==> config.mk <==
export PLATFORM = sky130hd
export DESIGN_NAME = circuit_breaker_ctrl
export DESIGN_NICKNAME = d
export VERILOG_FILES = /design/src/rtl/nanotrade_pkg.sv /design/src/rtl/cb_timer.sv /design/src/rtl/circuit_breaker_ctrl.sv
export SDC_FILE = /design/constraint.sdc
export NUM_CORES = 1
export LEC_CHECK = 0
export CORE_MARGIN = 2
export CORE_UTILIZATION = 50
export CTS_CLUSTER_SIZE = 20
export DETAILED_ROUTE_END_ITERATION = 7
export GPL_ROUTABILITY_DRIVEN = 0
export PLACE_DENSITY = 0.86
export SLEW_MARGIN = 10
export SYNTH_ARGS = -nofsm -noshare
export SYNTH_HDL_FRONTEND = slang
export SYNTH_HIERARCHICAL = 1
export SYNTH_SLANG_ARGS = --single-unit
==> constraint.sdc <==
create_clock -name clk -period 5.15 [get_ports clk]
set_clock_uncertainty 0.15 [all_clocks]
set_input_delay 0.515 -clock clk [delete_from_list [all_inputs] [get_ports clk]]
set_output_delay 0.515 -clock clk [all_outputs]
set_load 0.02 [all_outputs]
==> src/rtl/nanotrade_pkg.sv <==
// Shared definitions for the nanotrade circuit-breaker slice: breaker state
// encodings, rule anomaly codes, HALT cause codes and the cascade duration helper.
package nanotrade_pkg;

  typedef enum logic [1:0] {
    CbNormal   = 2'd0,
    CbThrottle = 2'd1,
    CbHalt     = 2'd2,
    CbCooldown = 2'd3
  } cb_state_e;

  // Rule-engine anomaly codes
  localparam logic [2:0] AnomSpike  = 3'd1;
  localparam logic [2:0] AnomVolume = 3'd2;
  localparam logic [2:0] AnomFlash  = 3'd3;
  localparam logic [2:0] AnomStuff  = 3'd5;

  // Cause of the most recent HALT entry
  localparam logic [2:0] CauseNone      = 3'd0;
  localparam logic [2:0] CauseRuleFlash = 3'd3;
  localparam logic [2:0] CauseRetrip    = 3'd4;
  localparam logic [2:0] CauseCascade   = 3'd7;

  // Default timing
  localparam int unsigned DefThrottleCycles = 256;
  localparam int unsigned DefCooldownCycles = 128;
  localparam int unsigned DefDefaultHalt    = 1024;
  localparam int unsigned DefMinHalt        = 16;
  localparam int unsigned DefHaltShift      = 4;
  localparam int unsigned DefThrottleDiv    = 4;

  // Cascade HALT duration: param << shift, saturated to 16 bits, floored at min_halt
  function automatic logic [15:0] cascade_duration(input logic [7:0]  param,
                                                   input int unsigned shift,
                                                   input int unsigned min_halt);
    logic [31:0] wide;
    wide = 32'(param) << shift;
    if (wide > 32'h0000_FFFF) wide = 32'h0000_FFFF;
    if (wide < min_halt) wide = min_halt;
    return wide[15:0];
  endfunction

endpackage

==> src/rtl/cb_timer.sv <==
// Loadable 16-bit down-counter for the circuit-breaker state timer.
// load: take load_val. ext: take load_val only if larger than the current count,
// otherwise keep counting down. dec: count down. The count never goes below zero.
module cb_timer #(
  parameter int unsigned Width = 16
) (
  input  logic             clk,
  input  logic             rst_n,
  input  logic             load,
  input  logic             ext,
  input  logic             dec,
  input  logic [Width-1:0] load_val,
  output logic [Width-1:0] count,
  output logic             zero,
  output logic             one
);

  logic [Width-1:0] count_q, count_d;
  logic [Width-1:0] count_dec;

  assign zero      = (count_q == '0);
  assign one       = (count_q == Width'(1));
  assign count_dec = zero ? count_q : count_q - Width'(1);

  // Next count: load beats extend beats decrement
  always_comb begin
    count_d = count_q;
    if (load) begin
      count_d = load_val;
    end else if (ext) begin
      count_d = (load_val > count_q) ? load_val : count_dec;
    end else if (dec) begin
      count_d = count_dec;
    end
  end

  // Counter register, synchronous reset
  always_ff @(posedge clk) begin
    if (!rst_n) begin
      count_q <= '0;
    end else begin
      count_q <= count_d;
    end
  end

  assign count = count_q;

endmodule

==> src/rtl/circuit_breaker_ctrl.sv <==
// Trading circuit-breaker FSM: gates orders (pass / throttle / block) from the
// cascade override pulse and rule alerts, and reports status and trip statistics.
// Optional macro CB_STATS_EN enables the saturating rejected-order counter;
// without it reject_count is tied to zero.
module circuit_breaker_ctrl
  import nanotrade_pkg::*;
#(
  parameter int unsigned THROTTLE_CYCLES = DefThrottleCycles,
  parameter int unsigned COOLDOWN_CYCLES = DefCooldownCycles,
  parameter int unsigned DEFAULT_HALT    = DefDefaultHalt,
  parameter int unsigned MIN_HALT        = DefMinHalt,
  parameter int unsigned HALT_SHIFT      = DefHaltShift,
  parameter int unsigned THROTTLE_DIV    = DefThrottleDiv
) (
  input  logic        clk,
  input  logic        rst_n,
  input  logic        cascade_cb_load,
  input  logic [7:0]  cascade_cb_param,
  input  logic        rule_alert_any,
  input  logic [2:0]  rule_alert_type,
  input  logic        manual_resume,
  input  logic        order_valid,
  output logic        order_accept,
  output logic        order_reject,
  output logic [1:0]  cb_state,
  output logic        trading_halt,
  output logic [15:0] cb_remaining,
  output logic [7:0]  trip_count,
  output logic [2:0]  last_cause,
  output logic [15:0] reject_count
);

  localparam int unsigned PhaseW = $clog2(THROTTLE_DIV);

  cb_state_e         state_q, state_d;
  logic              halt_q;
  logic              accept_q, reject_q;
  logic [7:0]        trip_q;
  logic [2:0]        cause_q, cause_d;
  logic [PhaseW-1:0] phase_q, phase_d;

  logic        tmr_load, tmr_ext, tmr_dec;
  logic [15:0] tmr_val, tmr_count;
  logic        tmr_zero, tmr_one;

  logic        flash, other_alert, expire, trip_inc, throttled, grant;
  logic [15:0] cascade_dur;

  cb_timer #(
    .Width (16)
  ) u_timer (
    .clk      (clk),
    .rst_n    (rst_n),
    .load     (tmr_load),
    .ext      (tmr_ext),
    .dec      (tmr_dec),
    .load_val (tmr_val),
    .count    (tmr_count),
    .zero     (tmr_zero),
    .one      (tmr_one)
  );

  // Event decode and next-state / timer command selection, in event priority order
  always_comb begin
    cascade_dur = cascade_duration(cascade_cb_param, HALT_SHIFT, MIN_HALT);
    flash       = rule_alert_any && (rule_alert_type == AnomFlash);
    other_alert = rule_alert_any && !flash;
    // Zero is included so a stray zero count in a timed state still exits
    expire      = tmr_one || tmr_zero;

    state_d  = state_q;
    cause_d  = cause_q;
    trip_inc = 1'b0;
    tmr_load = 1'b0;
    tmr_ext  = 1'b0;
    tmr_dec  = 1'b0;
    tmr_val  = '0;

    unique case (state_q)
      CbNormal, CbThrottle: begin
        if (cascade_cb_load) begin
          state_d  = CbHalt;
          tmr_load = 1'b1;
          tmr_val  = cascade_dur;
          trip_inc = 1'b1;
          cause_d  = CauseCascade;
        end else if (flash) begin
          state_d  = CbHalt;
          tmr_load = 1'b1;
          tmr_val  = 16'(DEFAULT_HALT);
          trip_inc = 1'b1;
          cause_d  = CauseRuleFlash;
        end else if (other_alert) begin
          state_d  = CbThrottle;
          tmr_load = 1'b1;
          tmr_val  = 16'(THROTTLE_CYCLES);
        end else if (state_q == CbThrottle) begin
          tmr_dec = 1'b1;
          if (expire) state_d = CbNormal;
        end
      end
      CbHalt: begin
        if (cascade_cb_load) begin
          // Extension: keep the longer of the running and new durations
          tmr_ext = 1'b1;
          tmr_val = cascade_dur;
          cause_d = CauseCascade;
        end else if (flash) begin
          tmr_ext = 1'b1;
          tmr_val = 16'(DEFAULT_HALT);
        end else if (manual_resume || expire) begin
          state_d  = CbCooldown;
          tmr_load = 1'b1;
          tmr_val  = 16'(COOLDOWN_CYCLES);
        end else begin
          tmr_dec = 1'b1;
        end
      end
      CbCooldown: begin
        if (cascade_cb_load) begin
          state_d  = CbHalt;
          tmr_load = 1'b1;
          tmr_val  = cascade_dur;
          trip_inc = 1'b1;
          cause_d  = CauseCascade;
        end else if (rule_alert_any) begin
          state_d  = CbHalt;
          tmr_load = 1'b1;
          tmr_val  = 16'(DEFAULT_HALT);
          trip_inc = 1'b1;
          cause_d  = CauseRetrip;
        end else begin
          tmr_dec = 1'b1;
          if (expire) state_d = CbNormal;
        end
      end
    endcase
  end

  // Order gating uses the pre-transition state; phase restarts on every state change
  always_comb begin
    throttled = (state_q == CbThrottle) || (state_q == CbCooldown);
    grant     = (state_q == CbNormal) || (throttled && (phase_q == '0));
    phase_d   = phase_q;
    if (state_d != state_q) begin
      phase_d = '0;
    end else if (order_valid && throttled) begin
      phase_d = phase_q + PhaseW'(1);
    end
  end

  // FSM state and registered status outputs
  always_ff @(posedge clk) begin
    if (!rst_n) begin
      state_q  <= CbNormal;
      halt_q   <= 1'b0;
      accept_q <= 1'b0;
      reject_q <= 1'b0;
      trip_q   <= '0;
      cause_q  <= CauseNone;
      phase_q  <= '0;
    end else begin
      state_q  <= state_d;
      halt_q   <= (state_d == CbHalt);
      accept_q <= order_valid && grant;
      reject_q <= order_valid && !grant;
      if (trip_inc && (trip_q != 8'hFF)) trip_q <= trip_q + 8'd1;
      cause_q  <= cause_d;
      phase_q  <= phase_d;
    end
  end

`ifdef CB_STATS_EN
  logic [15:0] rej_cnt_q;

  // Saturating rejected-order count, updated alongside order_reject
  always_ff @(posedge clk) begin
    if (!rst_n) begin
      rej_cnt_q <= '0;
    end else if (order_valid && !grant && (rej_cnt_q != 16'hFFFF)) begin
      rej_cnt_q <= rej_cnt_q + 16'd1;
    end
  end

  assign reject_count = rej_cnt_q;
`else
  assign reject_count = '0;
`endif

  assign cb_state     = state_q;
  assign trading_halt = halt_q;
  assign cb_remaining = tmr_count;
  assign trip_count   = trip_q;
  assign last_cause   = cause_q;
  assign order_accept = accept_q;
  assign order_reject = reject_q;

endmodule
# After elaboration in Yosys (flattened, before gate mapping)
# Index checks and enable logic that the tools add are counted.
classes:
  n_reduce_logical: 20
  add_sub_neg: 3
  magnitude_cmp: 3
  n_eq_ne: 11
  bitwise_logic: 1
  n_mux: 56
ops:
  columns: ["cell", "count"]
  rows:
  - ["two-way mux 16 bit", 10]
  - ["case mux 16 bit (3 select lines)", 1]
  - ["two-way mux 11 bit", 3]
  - ["two-way mux 1 bit", 20]
  - ["two-way mux 2 bit", 10]
  - ["== test 16 x 1 -> 1 bit (second input constant)", 1]
  - ["greater-than comparator 12 x 16 -> 1 bit (second input constant)", 1]
  - ["greater-than comparator 16 bit", 1]
  - ["logical NOT 16 bit", 1]
  - ["< comparator 16 x 5 -> 1 bit (second input constant)", 1]
  - ["subtractor 16 x 1 -> 16 bit (second input constant)", 1]
  - ["two-way mux 3 bit", 5]
  - ["two-way mux 9 bit", 1]
  - ["case mux 3 bit (3 select lines)", 1]
  - ["adder 8 x 1 -> 8 bit (second input constant)", 1]
  - ["two-way mux 8 bit", 1]
  - ["!= test 8 bit (second input constant)", 1]
  - ["logical AND 1 bit", 7]
  - ["== test 2 bit (second input constant)", 3]
  - ["!= test 3 bit (second input constant)", 2]
  - ["case mux 1 bit (3 select lines)", 2]
  - ["case mux 2 bit (3 select lines)", 1]
  - ["logical NOT 2 bit", 2]
  - ["logical OR 1 bit", 4]
  - ["other kinds (11)", 13]
word_totals:
  regBits: 34
  output_inout_bits: 48

# Longest topological paths before layout
depth:
  depth_word: 12
  mapped_depth: 17
  ltp_nobuf: 15

# By module
# Netlist, hierarchy kept.
by_module_without_submodules:
  columns: ["module", "cells_per_inst", "instances", "seq_area_each_um2", "area_per_inst_um2"]
  rows:
  - ["cb_timer", 192, 1, 320.3, 1531.5]
  - ["circuit_breaker_ctrl", 147, 1, 340.3, 1126.1]

# Least setup slack after synthesis
# OpenSTA, ideal clock, no wires.
synth_path:
  kind: "register to register"
  start: "register u_timer.count_q[0], in the netlist u_timer/count[0]"
  end: "register u_timer.count_q[12], in the netlist u_timer/count[12]"
  stages_incl_launch_ff: 18
  t_arrival_ps: 3558
  path_slack_ps: 1368
  t_required_ps: 4926
  path_cell_list: "dfxtp_1 > inv_1 > ha_1 > nor4b_2 > nand2_1 > nor3_1 > nor3_1 > and3b_1 > a21o_1 > ha_1 > a21oi_1 > o21a_1 > o22ai_1 > o31ai_1 > buf_2 > buf_2 > o311ai_0 > a31oi_1"
synth_via:
  elab_chain_cells: 11
  word_cells_on_any_way: 24
  cone_classes: "add/sub (1); order compare (1); eq/ne (1); mux (17); reduce/logical (4)"
synth_rtl:
  columns: ["item", "line_no", "source"]
  rows:
  - ["start, declared", "cb_timer.sv:18", "logic [Width-1:0] count_q, count_d;"]
  - ["start signal, assigned", "cb_timer.sv:42", "count_q <= count_d;"]
  - ["logical NOT 16 bit", "cb_timer.sv:21", "assign zero = (count_q == '0);"]
  - ["via tmr_zero", "circuit_breaker_ctrl.sv:44", "logic tmr_zero, tmr_one;"]
  - ["logical OR 1 bit", "circuit_breaker_ctrl.sv:69", "expire = tmr_one || tmr_zero;"]
  - ["logical OR 1 bit", "circuit_breaker_ctrl.sv:111", "end else if (manual_resume || expire) begin"]
  - ["two-way mux 8 bit", "circuit_breaker_ctrl.sv:111", null]
  - ["two-way mux 11 bit", "circuit_breaker_ctrl.sv:108", "end else if (flash) begin"]
  - ["two-way mux 16 bit", "circuit_breaker_ctrl.sv:103", "if (cascade_cb_load) begin"]
  - ["case mux 16 bit (3 select lines)", "circuit_breaker_ctrl.sv:79", "unique case (state_q)"]
  - ["via tmr_val[7]", "circuit_breaker_ctrl.sv:43", "logic [15:0] tmr_val, tmr_count;"]
  - ["greater-than comparator 16 bit", "cb_timer.sv:31", "count_d = (load_val > count_q) ? load_val : count_dec;"]
  - ["two-way mux 16 bit", "cb_timer.sv:31", null]
  - ["two-way mux 16 bit", "cb_timer.sv:30", "end else if (ext) begin"]
  - ["two-way mux 16 bit", "cb_timer.sv:28", "if (load) begin"]
# The timed path passes the listed nets, and every way through them passes these cells. The select of a mux whose other input is x is not followed.
# A chain may end at the register's enable or synchronous reset.

# Worst setup path in the final report
layout_path:
  start: "register u_timer.count_q[0], in the netlist u_timer/count[0]"
  end: "register u_timer.count_q[2], in the netlist u_timer/count[2]"
# The elaborated chain is that of the path after synthesis.

==> reports/metrics.yaml <==
status: "completed"
cp_data_required_time_ns: 5.20
hold_start: "phase_q[1]"
yosysUniqueCellTypes: 62
power.total_w: 0.001078
setup_viol: 0
hold_buffers: 0
power.density_nw_per_um2: 330.2
p_int_w: 0.0005999
viasPerCell: 5.929
critical_path_class: "flip-flop to flip-flop"
cap_violations: 0
die_area_um2: 5914
clkTransAtPathRegs_ns: 0.07
final_cell_count_no_fill: 468
crit_slowest_cell: "o31ai_2"
drive_gt1_share_pct: 6.281
r2r_start: "u_timer/count[0]"
die_x_um: 76.91
grt_max_degree: 23
postCtsResizedCells: 0
nets: 435
gr-total-overflow: 0
die_h_um: 76.91
min_path_type: "flip-flop to flip-flop"
clock-root-buffer: "clkbuf_8"
routed_wl_um: 7087
start_util_pct: 52.03
min_path_cells: 2
drc_errors: 0
cts_tree: "done"
gr-usage-all-layers_pct: 24.78
n_antenna_cell: 0
power_frac_comb_pct: 49.5
r2r_cells: 16
syn_avg_cell_area_um2: 7.839
antenna_found_initial: 0
drtIter0Drc: 294
crit_chain: "inv_1 > ha_1 > nor4b_2 > nand2_1 > nor3_1 > nor3_1 > and3b_1 > a21o_1 > ha_1 > a21oi_1 > o21a_1 > o22ai_1 > o31ai_2 > buf_4 > o21ai_0 > a221oi_1"
nFillCells: 468
rr_endpoint: "u_timer/count[2]"
setup_tns_ns: 0
power_frac_seq_pct: 32.0
p_clk_share_pct: 18.5
hold_end: "phase_q[1]"
multi_input_area_um2: 1837
grt_pass1_wl_um: 11990
io_buffers: 48
synth_edf_count: 0
cts_htree_levels: 2
finalMaxSlewViolations: 0
total_leakage_power_nw: 1.247
yosysSeqAreaShare_pct: 24.86
ios: 65
syn_area_um2: 2658
cpPeakStageDelay_ns: 0.81
crit_path_start_kind: "flip-flop"
finalCritPeriodShare_pct: 88.54
hpwlAfterDp_um: 5332
setup_ws_ns: 0.5901
max-vdd-ir-drop_v: 0.0001226
slew_headroom_pct: 32.52
cts_max_path_buffers: 2
path_max_fanout: 12
r2r_slack_ns: 0.59
final_cell_mix: "clkdlybuf4s50_1, dfxtp_1, conb_1"
layout_commonest_cell: "clkdlybuf4s50_1"
wire_per_inst_um: 15.14
post-cts-setup-buffers: 0
insertion_delay_ns: 0.30
synth-async-reset-ratio_pct: 0
ys.flop_type: "dfxtp_1"
postSynthCellCount: 339
switching_share_pct: 44.35
yosys_warnings: 6
grt_pass1_vias: 2538
synth-seq-cells: 33
switching_power_w: 0.0004781
core_um2: 5107
cts.sinks: 33
layout.area.seq_um2: 660.6
firstDrtPassIters: 5
num_vias: 2775
cts_made_buffers: 5
dp_slack_ns: 0.7575
antenna_left: 0
std_cell_rows: 26
placedCellCount: 460
fmax_ghz: 0.2193
cp.arrival_ns: 4.61
worst_slew_pin_slew_ns: 0.9867
cp-end-kind: "flip-flop"
syn_to_final_growth_pct: 22.83
finalHoldViolations: 0
grt_setup_unrepaired: "false"
fin_crit_ns: 4.560
power by group through the flow:
stage	logic, W	clock network, W	registers, W
CTS	0.000523	0.000203	0.000344
global placement	0.000510	0	0.000348
finish	0.000533	0.000199	0.000345
global route	0.000581	0.000216	0.000353
floorplan	0.000345	0	0.000371
detailed placement	0.000518	0	0.000350
layout make-up:
| cell class | count | share of cell area, % |
|---|---|---|
| multi-input combinational | 281 | 56.27 |
| sequential | 33 | 20.24 |
| timing repair buffer | 50 | 15.18 |
| inverter | 26 | 2.990 |
| tap | 70 | 2.683 |
| clock buffer | 5 | 2.108 |
| clock inverter | 3 | 0.5366 |
layer usage:
| metal | up-vias | wire, µm | GRT usage [%] |
|---|---|---|---|
| li1 | 1339 | - | - |
| met1 | 1289 | 3005 | 31.57 |
| met2 | 130 | 3402 | 42.54 |
| met3 | 17 | 517 | 4.824 |
| met4 | 0 | 162 | 6.727 |
| met5 | - | 0 | 0 |
worst max path at each step:
| stage | startpoint | to | slack (ns) | cells after the start |
|---|---|---|---|---|
| floorplan | u_timer/count[0] | u_timer/count[12] | 1.37 | 17 |
| global placement | u_timer/count[0] | u_timer/count[2] | 0.89 | 16 |
| detailed placement | u_timer/count[0] | u_timer/count[2] | 0.76 | 16 |
| CTS | u_timer/count[0] | u_timer/count[2] | 0.68 | 16 |
| global route | u_timer/count[0] | u_timer/count[2] | 0.18 | 16 |
| finish | u_timer/count[0] | u_timer/count[2] | 0.59 | 16 |
sequential cells by signal, summed over array words and instances, names as in the netlist:
register       cells
trip_count         8
order_reject       1
last_cause         2
trading_halt       1
order_accept       1
phase_q            2
cb_state           2
u_timer/count     16
cell usage after synthesis, drive strengths merged, types with 3 or more instances:
cell,number,area [µm²]
and3,8,50.05
a211oi,3,22.52
a21oi,31,155.2
nor2b,3,18.77
mux2i,4,40.04
and2,4,25.02
nand4,8,50.05
inv,26,97.59
o211ai,3,22.52
nor3,12,60.06
nand2b,3,18.77
o31ai,8,73.82
dfxtp,33,660.6
o21ai,11,55.05
clkbuf,8,30.03
nor2,20,77.58
o21a,5,37.54
buf,22,158.9
nor4,6,65.06
o22ai,3,18.77
a31oi,8,50.05
o41ai,3,26.28
nand2,21,78.83
ha,21,262.8
or2,3,18.77
or4,9,71.32
a22oi,6,45.04
nand3,15,75.07
stage by stage:
step                hold WS (ns)  util [%]  instance area [µm²]
CTS                       0.3402     63.91                 3264
floorplan                 0.3069         -                 2774
global placement          0.3255     62.22                 3178
finish                    0.3410     63.91                 3264
detailed placement        0.3282     62.22                 3178
global route              0.3675     63.91                 3264
kinds of logic (layout without fill, tap and decap cells):
| group | after synthesis | in the layout | synth area share (%) |
|---|---|---|---|
| muxes | 5 | 5 | 1.930 |
| adders and majority gates | 21 | 21 | 9.887 |
| buffers and inverters | 56 | 84 | 10.78 |
| xor gates and xnor gates | 2 | 2 | 0.6593 |
| other | 1 | 32 | 0.1411 |
| AOI/OAI and AO/OA | 98 | 98 | 25.24 |
| and+or+nand+nor | 123 | 123 | 26.51 |
| DFF | 33 | 33 | 24.86 |
critical path, delay by kind of cell (launching register included):
kind            cells  cell delay, ns
fa+ha+maj           2            0.44
simple gates        5            1.42
compound gates      7            1.67
buf+inv             2            0.42
flops               1            0.37
No activity file was read; power rests on OpenSTA's default activity.
